<file path="config.mk">
export PLATFORM = sky130hd
export DESIGN_NAME = multicycle_ctrl
export DESIGN_NICKNAME = d
export VERILOG_FILES = /design/src/rtl/multicycle_ctrl.sv
export SDC_FILE = /design/constraint.sdc
export NUM_CORES = 1
export LEC_CHECK = 0
export CAP_MARGIN = 5
export CELL_PAD_IN_SITES_DETAIL_PLACEMENT = 1
export CELL_PAD_IN_SITES_GLOBAL_PLACEMENT = 1
export CORE_MARGIN = 2
export CORE_UTILIZATION = 39
export CTS_BUF_LIST = sky130_fd_sc_hd__clkbuf_8
export CTS_CLUSTER_SIZE = 28
export DETAILED_ROUTE_END_ITERATION = 8
export MAX_ROUTING_LAYER = met4
export PLACE_DENSITY_LB_ADDON = 0.2
export RECOVER_POWER = 25
export SYNTH_ARGS = -nofsm -noshare
export SYNTH_HDL_FRONTEND = slang
export SYNTH_SLANG_ARGS = --single-unit
</file>
<file path="constraint.sdc">
create_clock -name clk_i -period 2.4 [get_ports clk_i]
set_input_delay 0.72 -clock clk_i [delete_from_list [all_inputs] [get_ports clk_i]]
set_output_delay 0.72 -clock clk_i [all_outputs]
set_load 0.01 [all_outputs]
</file>
<file path="src/rtl/multicycle_ctrl.sv">
// Main control FSM for the multi-cycle RV32I core.
// Sequences fetch/decode/exec/mem/wb, memory handshakes, timeouts and traps.
module multicycle_ctrl #(
    parameter int TIMEOUT_CYCLES = 255
) (
    input  logic       clk_i,
    input  logic       rst_ni,
    input  logic [6:0] opcode_i,
    input  logic       branch_taken_i,
    output logic       imem_req_o,
    input  logic       imem_rvalid_i,
    output logic       dmem_req_o,
    output logic       dmem_we_o,
    input  logic       dmem_rvalid_i,
    output logic       ir_we_o,
    output logic       pc_we_o,
    output logic [1:0] pc_sel_o,
    output logic       rf_we_o,
    output logic [1:0] wb_sel_o,
    output logic [1:0] alu_a_sel_o,
    output logic       alu_b_imm_o,
    output logic       instr_retired_o,
    output logic [2:0] state_o,
    output logic       illegal_o,
    output logic       bus_err_o
);

    localparam int CNT_W = $clog2(TIMEOUT_CYCLES + 1);
    localparam logic [CNT_W-1:0] CNT_MAX = CNT_W'(TIMEOUT_CYCLES - 1);

    localparam logic [6:0] OPC_OP     = 7'b0110011;
    localparam logic [6:0] OPC_OPIMM  = 7'b0010011;
    localparam logic [6:0] OPC_LOAD   = 7'b0000011;
    localparam logic [6:0] OPC_STORE  = 7'b0100011;
    localparam logic [6:0] OPC_BRANCH = 7'b1100011;
    localparam logic [6:0] OPC_JAL    = 7'b1101111;
    localparam logic [6:0] OPC_JALR   = 7'b1100111;
    localparam logic [6:0] OPC_LUI    = 7'b0110111;
    localparam logic [6:0] OPC_AUIPC  = 7'b0010111;

    typedef enum logic [2:0] {
        S_FETCH  = 3'd0,
        S_DECODE = 3'd1,
        S_EXEC   = 3'd2,
        S_MEM    = 3'd3,
        S_WB     = 3'd4,
        S_TRAP   = 3'd7
    } state_e;

    typedef enum logic [3:0] {
        C_OP, C_OPIMM, C_LOAD, C_STORE, C_BRANCH,
        C_JAL, C_JALR, C_LUI, C_AUIPC
    } cls_e;

    state_e           state_q, state_d;
    cls_e             cls_q, cls_d;
    logic [CNT_W-1:0] cnt_q, cnt_d;
    logic             ill_q, ill_d;
    logic             berr_q, berr_d;

    logic       imem_req_c, dmem_req_c, dmem_we_c, ir_we_c;
    logic       pc_we_c, rf_we_c, retired_c, alu_b_imm_c;
    logic [1:0] pc_sel_c, wb_sel_c, alu_a_sel_c;
    logic       alu_valid;

    always_ff @(posedge clk_i or negedge rst_ni) begin
        if (!rst_ni) begin
            state_q <= S_FETCH;
            cls_q   <= C_OP;
            cnt_q   <= '0;
            ill_q   <= 1'b0;
            berr_q  <= 1'b0;
        end else begin
            state_q <= state_d;
            cls_q   <= cls_d;
            cnt_q   <= cnt_d;
            ill_q   <= ill_d;
            berr_q  <= berr_d;
        end
    end

    always_comb begin
        state_d    = state_q;
        cls_d      = cls_q;
        cnt_d      = cnt_q;
        ill_d      = ill_q;
        berr_d     = berr_q;
        imem_req_c = 1'b0;
        dmem_req_c = 1'b0;
        dmem_we_c  = 1'b0;
        ir_we_c    = 1'b0;
        pc_we_c    = 1'b0;
        pc_sel_c   = 2'd0;
        rf_we_c    = 1'b0;
        wb_sel_c   = 2'd0;
        retired_c  = 1'b0;
        unique case (state_q)
            S_FETCH: begin
                imem_req_c = 1'b1;
                if (imem_rvalid_i) begin
                    ir_we_c = 1'b1;
                    state_d = S_DECODE;
                end else begin
                    cnt_d = cnt_q + 1'b1;
                    if (cnt_q == CNT_MAX) begin
                        state_d = S_TRAP;
                        berr_d  = 1'b1;
                    end
                end
            end
            S_DECODE: begin
                state_d = S_EXEC;
                unique case (opcode_i)
                    OPC_OP:     cls_d = C_OP;
                    OPC_OPIMM:  cls_d = C_OPIMM;
                    OPC_LOAD:   cls_d = C_LOAD;
                    OPC_STORE:  cls_d = C_STORE;
                    OPC_BRANCH: cls_d = C_BRANCH;
                    OPC_JAL:    cls_d = C_JAL;
                    OPC_JALR:   cls_d = C_JALR;
                    OPC_LUI:    cls_d = C_LUI;
                    OPC_AUIPC:  cls_d = C_AUIPC;
                    default: begin
                        state_d = S_TRAP;
                        ill_d   = 1'b1;
                    end
                endcase
            end
            S_EXEC: begin
                if (cls_q == C_BRANCH) begin
                    pc_we_c   = 1'b1;
                    pc_sel_c  = branch_taken_i ? 2'd1 : 2'd0;
                    retired_c = 1'b1;
                    state_d   = S_FETCH;
                end else if (cls_q == C_LOAD || cls_q == C_STORE) begin
                    state_d = S_MEM;
                end else begin
                    state_d = S_WB;
                end
            end
            S_MEM: begin
                dmem_req_c = 1'b1;
                dmem_we_c  = (cls_q == C_STORE);
                if (dmem_rvalid_i) begin
                    if (cls_q == C_STORE) begin
                        pc_we_c   = 1'b1;
                        retired_c = 1'b1;
                        state_d   = S_FETCH;
                    end else begin
                        state_d = S_WB;
                    end
                end else begin
                    cnt_d = cnt_q + 1'b1;
                    if (cnt_q == CNT_MAX) begin
                        state_d = S_TRAP;
                        berr_d  = 1'b1;
                    end
                end
            end
            S_WB: begin
                rf_we_c   = 1'b1;
                pc_we_c   = 1'b1;
                retired_c = 1'b1;
                state_d   = S_FETCH;
                unique case (1'b1)
                    (cls_q == C_LOAD): wb_sel_c = 2'd1;
                    (cls_q == C_JAL):  begin
                        wb_sel_c = 2'd2;
                        pc_sel_c = 2'd1;
                    end
                    (cls_q == C_JALR): begin
                        wb_sel_c = 2'd2;
                        pc_sel_c = 2'd2;
                    end
                    default: ;
                endcase
            end
            S_TRAP: state_d = S_TRAP;
            default: state_d = S_TRAP;
        endcase
        // each wait state starts with a fresh timeout window
        if (state_d != state_q &&
            (state_d == S_FETCH || state_d == S_MEM))
            cnt_d = '0;
    end

    assign alu_valid = (state_q == S_EXEC) || (state_q == S_MEM) ||
                       (state_q == S_WB);

    always_comb begin
        alu_a_sel_c = 2'd0;
        alu_b_imm_c = 1'b0;
        if (alu_valid) begin
            unique case (1'b1)
                (cls_q == C_AUIPC): begin
                    alu_a_sel_c = 2'd1;
                    alu_b_imm_c = 1'b1;
                end
                (cls_q == C_JAL):  alu_a_sel_c = 2'd1;
                (cls_q == C_LUI): begin
                    alu_a_sel_c = 2'd2;
                    alu_b_imm_c = 1'b1;
                end
                (cls_q == C_OPIMM), (cls_q == C_LOAD),
                (cls_q == C_STORE), (cls_q == C_JALR):
                    alu_b_imm_c = 1'b1;
                default: ;
            endcase
        end
    end

    // strobes are masked by reset so requests drop without waiting for a clock
    assign imem_req_o      = imem_req_c & rst_ni;
    assign dmem_req_o      = dmem_req_c & rst_ni;
    assign dmem_we_o       = dmem_we_c & rst_ni;
    assign ir_we_o         = ir_we_c & rst_ni;
    assign pc_we_o         = pc_we_c & rst_ni;
    assign rf_we_o         = rf_we_c & rst_ni;
    assign instr_retired_o = retired_c & rst_ni;
    assign alu_b_imm_o     = alu_b_imm_c & rst_ni;
    assign pc_sel_o        = pc_sel_c & {2{rst_ni}};
    assign wb_sel_o        = wb_sel_c & {2{rst_ni}};
    assign alu_a_sel_o     = alu_a_sel_c & {2{rst_ni}};
    assign state_o         = state_q;
    assign illegal_o       = ill_q;
    assign bus_err_o       = berr_q;

endmodule

</file>
# --- Word level (Yosys, flattened, before mapping) ---
# Index checks and enable logic that the tools add are counted.
word_totals:
  ff_bits: 17
  inputBits: 12
  output_inout_bits: 19
  wordCells: 100
op_classes:
  add_sub_neg: 1
  eq_ne: 28
  n_mux: 37
  n_bitwise: 11
  reduce_logical: 18
ops:
  columns: ["op", "count"]
  rows:
  - ["one-hot mux 4 bit (9 select lines)", 1]
  - ["two-way mux 8 bit", 3]
  - ["equality test 7 x 6 -> 1 bit (second input constant)", 3]
  - ["equality test 7 bit (second input constant)", 3]
  - ["two-way mux 3 bit", 7]
  - ["equality test 4 x 3 -> 1 bit (second input constant)", 4]
  - ["two-way mux 1 bit", 16]
  - ["one-hot mux 2 bit (2 select lines)", 4]
  - ["one-hot mux 8 bit (2 select lines)", 1]
  - ["one-hot mux 3 bit (5 select lines)", 1]
  - ["equality test 7 x 5 -> 1 bit (second input constant)", 2]
  - ["equality test 3 x 2 -> 1 bit (second input constant)", 3]
  - ["nonzero test 9 bit", 1]
  - ["OR reduction 9 bit", 1]
  - ["adder 8 x 1 -> 8 bit (second input constant)", 1]
  - ["equality test 4 x 2 -> 1 bit (second input constant)", 2]
  - ["equality test 8 bit (second input constant)", 1]
  - ["bitwise AND 1 bit", 7]
  - ["equality test 7 x 2 -> 1 bit (second input constant)", 1]
  - ["bitwise AND 2 bit", 3]
  - ["zero test 3 bit", 2]
  - ["!= test 3 bit (second input constant)", 2]
  - ["AND reduction 3 bit", 2]
  - ["OR reduction 6 bit", 1]
  - ["16 further kinds", 23]

# --- Logic depth before layout (Yosys ltp) ---
depth:
  word_depth: 10
  ltp_mapped: 8
  mapped_depth_nobuf: 7

# --- Worst setup path before layout ---
# No wires, ideal clock.
synth_path:
  path_kind: "reg-to-output"
  startpoint: "register state_q[2], in the netlist state_o[2]"
  endpoint: "output port pc_sel_o[0]"
  t_arrival_ns: 1.475
  t_required_ns: 1.680
  setup_slack_ns: 0.205
  stages_incl_launch_ff: 7
  n_path_buf: 1
  cell_sequence: "dfrtp_1 > buf_4 > nor2b_1 > nand2_1 > nor2_1 > a31oi_1 > nor4_1"
synth_between:
  elab_chain_len: 3
  elab_cells_between_ends: 4
  classes_between: "2 x eq/ne; 1 x mux; 1 x bitwise"
synth_rtl:
  columns: ["item", "line_no", "source"]
  rows:
  - ["from (decl)", "55", "state_e state_q, state_d;"]
  - ["from (signal assigned)", "74", "state_q <= state_d;"]
  - ["equality test 3 bit or equality test 3 x 2 -> 1 bit (tied branches)", "97", "unique case (state_q)"]
  - ["one-hot mux 2 bit (2 select lines) (*)", "97", null]
  - ["bitwise AND 2 bit (*)", "221", "assign pc_sel_o = pc_sel_c & {2{rst_ni}};"]
  - ["to (decl)", "17", "output logic [1:0] pc_sel_o,"]
# Mark *: on every way between the ends. The rest lies on a longest branch, timed or not.

# --- Worst setup path after layout ---
layout_path:
  startpoint: "register state_q[0], in the netlist state_o[0]"
  endpoint: "output port pc_we_o"
layout_between:
  elab_chain_len: 3
  elab_cells_between_ends: 5
  classes_between: "3 x eq/ne; 1 x mux; 1 x bitwise"
layout_rtl:
  columns: ["item", "line_no", "source"]
  rows:
  - ["equality test 3 bit or equality test 3 x 2 -> 1 bit (tied branches)", "97", null]
  - ["one-hot mux 1 bit (3 select lines) (*)", "97", null]
  - ["bitwise AND 1 bit (*)", "217", "assign pc_we_o = pc_we_c & rst_ni;"]
  - ["to (decl)", "16", "output logic pc_we_o,"]
# Marks and branches as above.

==> out/metrics.yaml <==
worst_setup_path:
  critPathMaxStageDelay_ns: 0.40
  ff2ff_path_depth: 8
  r2r-end: "cnt_q[6]$_DFFE_PN0P_"
  end_kind: "output pin"
  timing_worst_setup_path_type: "reg -> out"
  r2r_start: "state_o[1]$_DFF_PN0_"
  crit_fanout: 4
  worstPathRequired_ns: 1.68
  crit_slowest_cell: "dfrtp_1"
  start_kind: "flip-flop"
  r2r_slack_ns: 0.40
  critPathArrivalTime_ns: 1.62
  crit_chain: "buf_6 -> o41ai_2 -> and3b_1 -> o21a_1 -> buf_2"
floorplan:
  start_util: 0.403
  die_x_um: 65.3
  ios: 31
  dieHeight_um: 65.3
  floorplan.core_area_um2: 3630
  num_rows: 22
  die-area_um2: 4260
routing:
  vias_per_cell: 5.39
  met2_length_um: 2580
  dr.pass1.iters: 4
  wl_met3_um: 128
  num_vias: 1548
  routedLengthMet1_um: 1940
  top_layer_used: "met4"
  wirelength_um: 4730
  dr.first_iter.drc_count: 52
  post_drt_wl_per_cell_um: 16.5
  antenna_left: 0
  drc: 0
grt:
  grt_max_degree: 13
  grt_usage: 0.236
  grt_pass1_vias: 1637
  grt_pass1_wl_um: 7650
  grt.overflow.total: 0
  antenna_found_initial: 0
pwr:
  cellPowerDensity_nw_per_um2: 361
  ir_drop_mv: 0.397
  leakagePower_uw: 0.000971
place:
  place_area_um2: 2050
  gp_congestion: 0.830
  portBuffers: 30
  hpwlAfterDp_um: 3670
synthesis:
  yosysTopAreaCell: "dfrtp_1"
  synth.area.top_cells: "dfrtp_1 29%, a21oi_1 4.8%, nor2_1 3.6%"
  synth_cell_type_count: 53
  synth_top_area_share: 0.290
  synth_cells: 170
  synth_seq_cells: 17
  synthTopCellsByCount: "17 x dfrtp_1, 14 x a21oi_1, 14 x nor2_1"
  synthArstFlopShare: 1.00
  postSynthAreaPerCell_um2: 8.62
  synth_most_common_cell: "dfrtp_1"
  netlist_area_um2: 1470
  synth.yosys.seq_area_share: 0.290
  yosys_warnings: 0
  synth_nets: 184
  synth_top_flop_cell: "dfrtp_1"
  synth-edff-count: 0
min_path:
  hp-class: "in -> async"
clock_tree:
  htreeDepth: 1
  numCtsBuffers: 3
  clk_latency_ns: 0.26
  cts_tree: "built"
  clockRootBuffer: "clkbuf_8"
  cts.path.max_buffers: 2
  clk_pin_slew_ns: 0.07
  cts_sinks: 17
  hold_buffers: 0
sta:
  max_freq_mhz: 428
  drv_slew: 0
  post-route-period-util: 0.973
  rsz0062_at_grt: "yes"
  worstMarginPinSlew_ns: 0.684
  setup_violations: 0
  slew-limit-headroom: 0.544
  fin_crit_ns: 2.34
  hold_violations: 0
  clock_skew_ns: 0.00693
cells_and_area:
  fin_util: 0.586
  fin_nets: 254
  final_area_um2: 2130
  area_growth_pct: 45.4
  nFillCells: 441
  antenna_cells: 0
  drive_above_1_share: 0.356
run_status:
  status: "complete, no violations"
job:
  cap_violations: 0
cells by family after synthesis:
logic type,Yosys count,share of synthesized area
multiplexers,2,0.0154
buffers and inverters,22,0.0897
AO/OA/AOI/OAI,45,0.256
XOR/XNOR,10,0.0598
flip-flops,17,0.290
AND/OR/NAND/NOR,72,0.272
adder cells (fa/ha/maj),2,0.0171
timing repair:
action / in CTS / in global routing
buffers inserted: 3 / 2
pin swaps: 11 / 8
gates cloned: 0 / 0
gates resized for setup: 47 / 25
setup endpoints to repair: 22 / 18
cell usage in the layout (no fill, tap or decap), types with 3 or more instances in the layout:
cell / n
buf_6: 3
clkdlybuf4s50_1: 7
inv_1: 7
nand2_1: 13
nand2b_1: 5
nor2_1: 13
xnor2_1: 5
buf_4: 43
clkbuf_8: 3
o21a_1: 3
o21ai_0: 4
nand3_1: 5
dfrtp_1: 17
dlygate4sd2_1: 5
nand4_1: 6
nor3_1: 9
xor2_1: 5
a21oi_1: 14
buf_2: 7
dlymetal6s2s_1: 5
clkbuf_2: 5
per-layer routing:
layer,global-route usage,up-vias
met5,-,-
met4,0.0677,0
met3,0.0342,9
met2,0.439,27
met1,0.262,752
li1,-,760
power breakdown:
group | switching (uW) | leakage (uW) | internal (uW) | total [uW]
Combinational | 96.8 | 0.000729 | 98.6 | 195
Clock | 109 | 0.0000255 | 116 | 225
Sequential | 33.0 | 0.000216 | 315 | 348
Total | 239 | 0.000971 | 530 | 769
sequential cells by signal, indices dropped and copies added (netlist names):
register / flops
illegal_o: 1
cnt_q: 8
bus_err_o: 1
cls_q: 4
state_o: 3
through the flow:
| step | setup TNS (ns) | setup WS [ns] | hold WS [ns] | std cells | power [uW] |
|---|---|---|---|---|---|
| 4_1_cts | -0.287 | -0.0984 | 0.433 | 285 | 775 |
| 5_1_grt | -0.0597 | -0.0427 | 0.429 | 287 | 818 |
| 3_3_place_gp | -9.79 | -0.625 | 0.439 | 278 | 539 |
| 6_report | 0 | 0.0639 | 0.426 | 287 | 769 |
| 3_5_place_dp | -11.45 | -0.757 | 0.445 | 278 | 554 |
| 2_1_floorplan | 0 | 0.205 | 0.424 | 170 | 459 |
layout make-up:
| cell class | instances | area [um^2] | area share |
|---|---|---|---|
| sequential | 17 | 425 | 0.200 |
| inverter | 9 | 33.8 | 0.0159 |
| tap | 48 | 60.1 | 0.0282 |
| clock buffer | 3 | 41.3 | 0.0194 |
| clock inverter | 1 | 5.00 | 0.00235 |
| timing repair buffer | 78 | 612 | 0.287 |
| multi-input combinational | 131 | 953 | 0.447 |
worst max path at each step:
| stage | start | endpoint | slack (ns) |
|---|---|---|---|
| floorplan | state_o[2]$_DFF_PN0_ | pc_sel_o[0] | 0.20 |
| global placement | rst_ni | wb_sel_o[1] | -0.62 |
| detailed placement | rst_ni | pc_sel_o[1] | -0.76 |
| CTS | state_o[0]$_DFF_PN0_ | instr_retired_o | -0.1 |
| global route | cls_q[1]$_DFFE_PN0P_ | alu_b_imm_o | -0.04 |
| finish | state_o[0]$_DFF_PN0_ | pc_we_o | 0.06 |
worst max-delay path, delay by kind of cell, from the launching register on:
| family | cells | cell delay (ns) |
|---|---|---|
| flops | 1 | 0.40 |
| simple gates | 1 | 0.21 |
| buf+inv | 2 | 0.28 |
| compound gates | 2 | 0.46 |
Power figures use the tool's default switching activity.
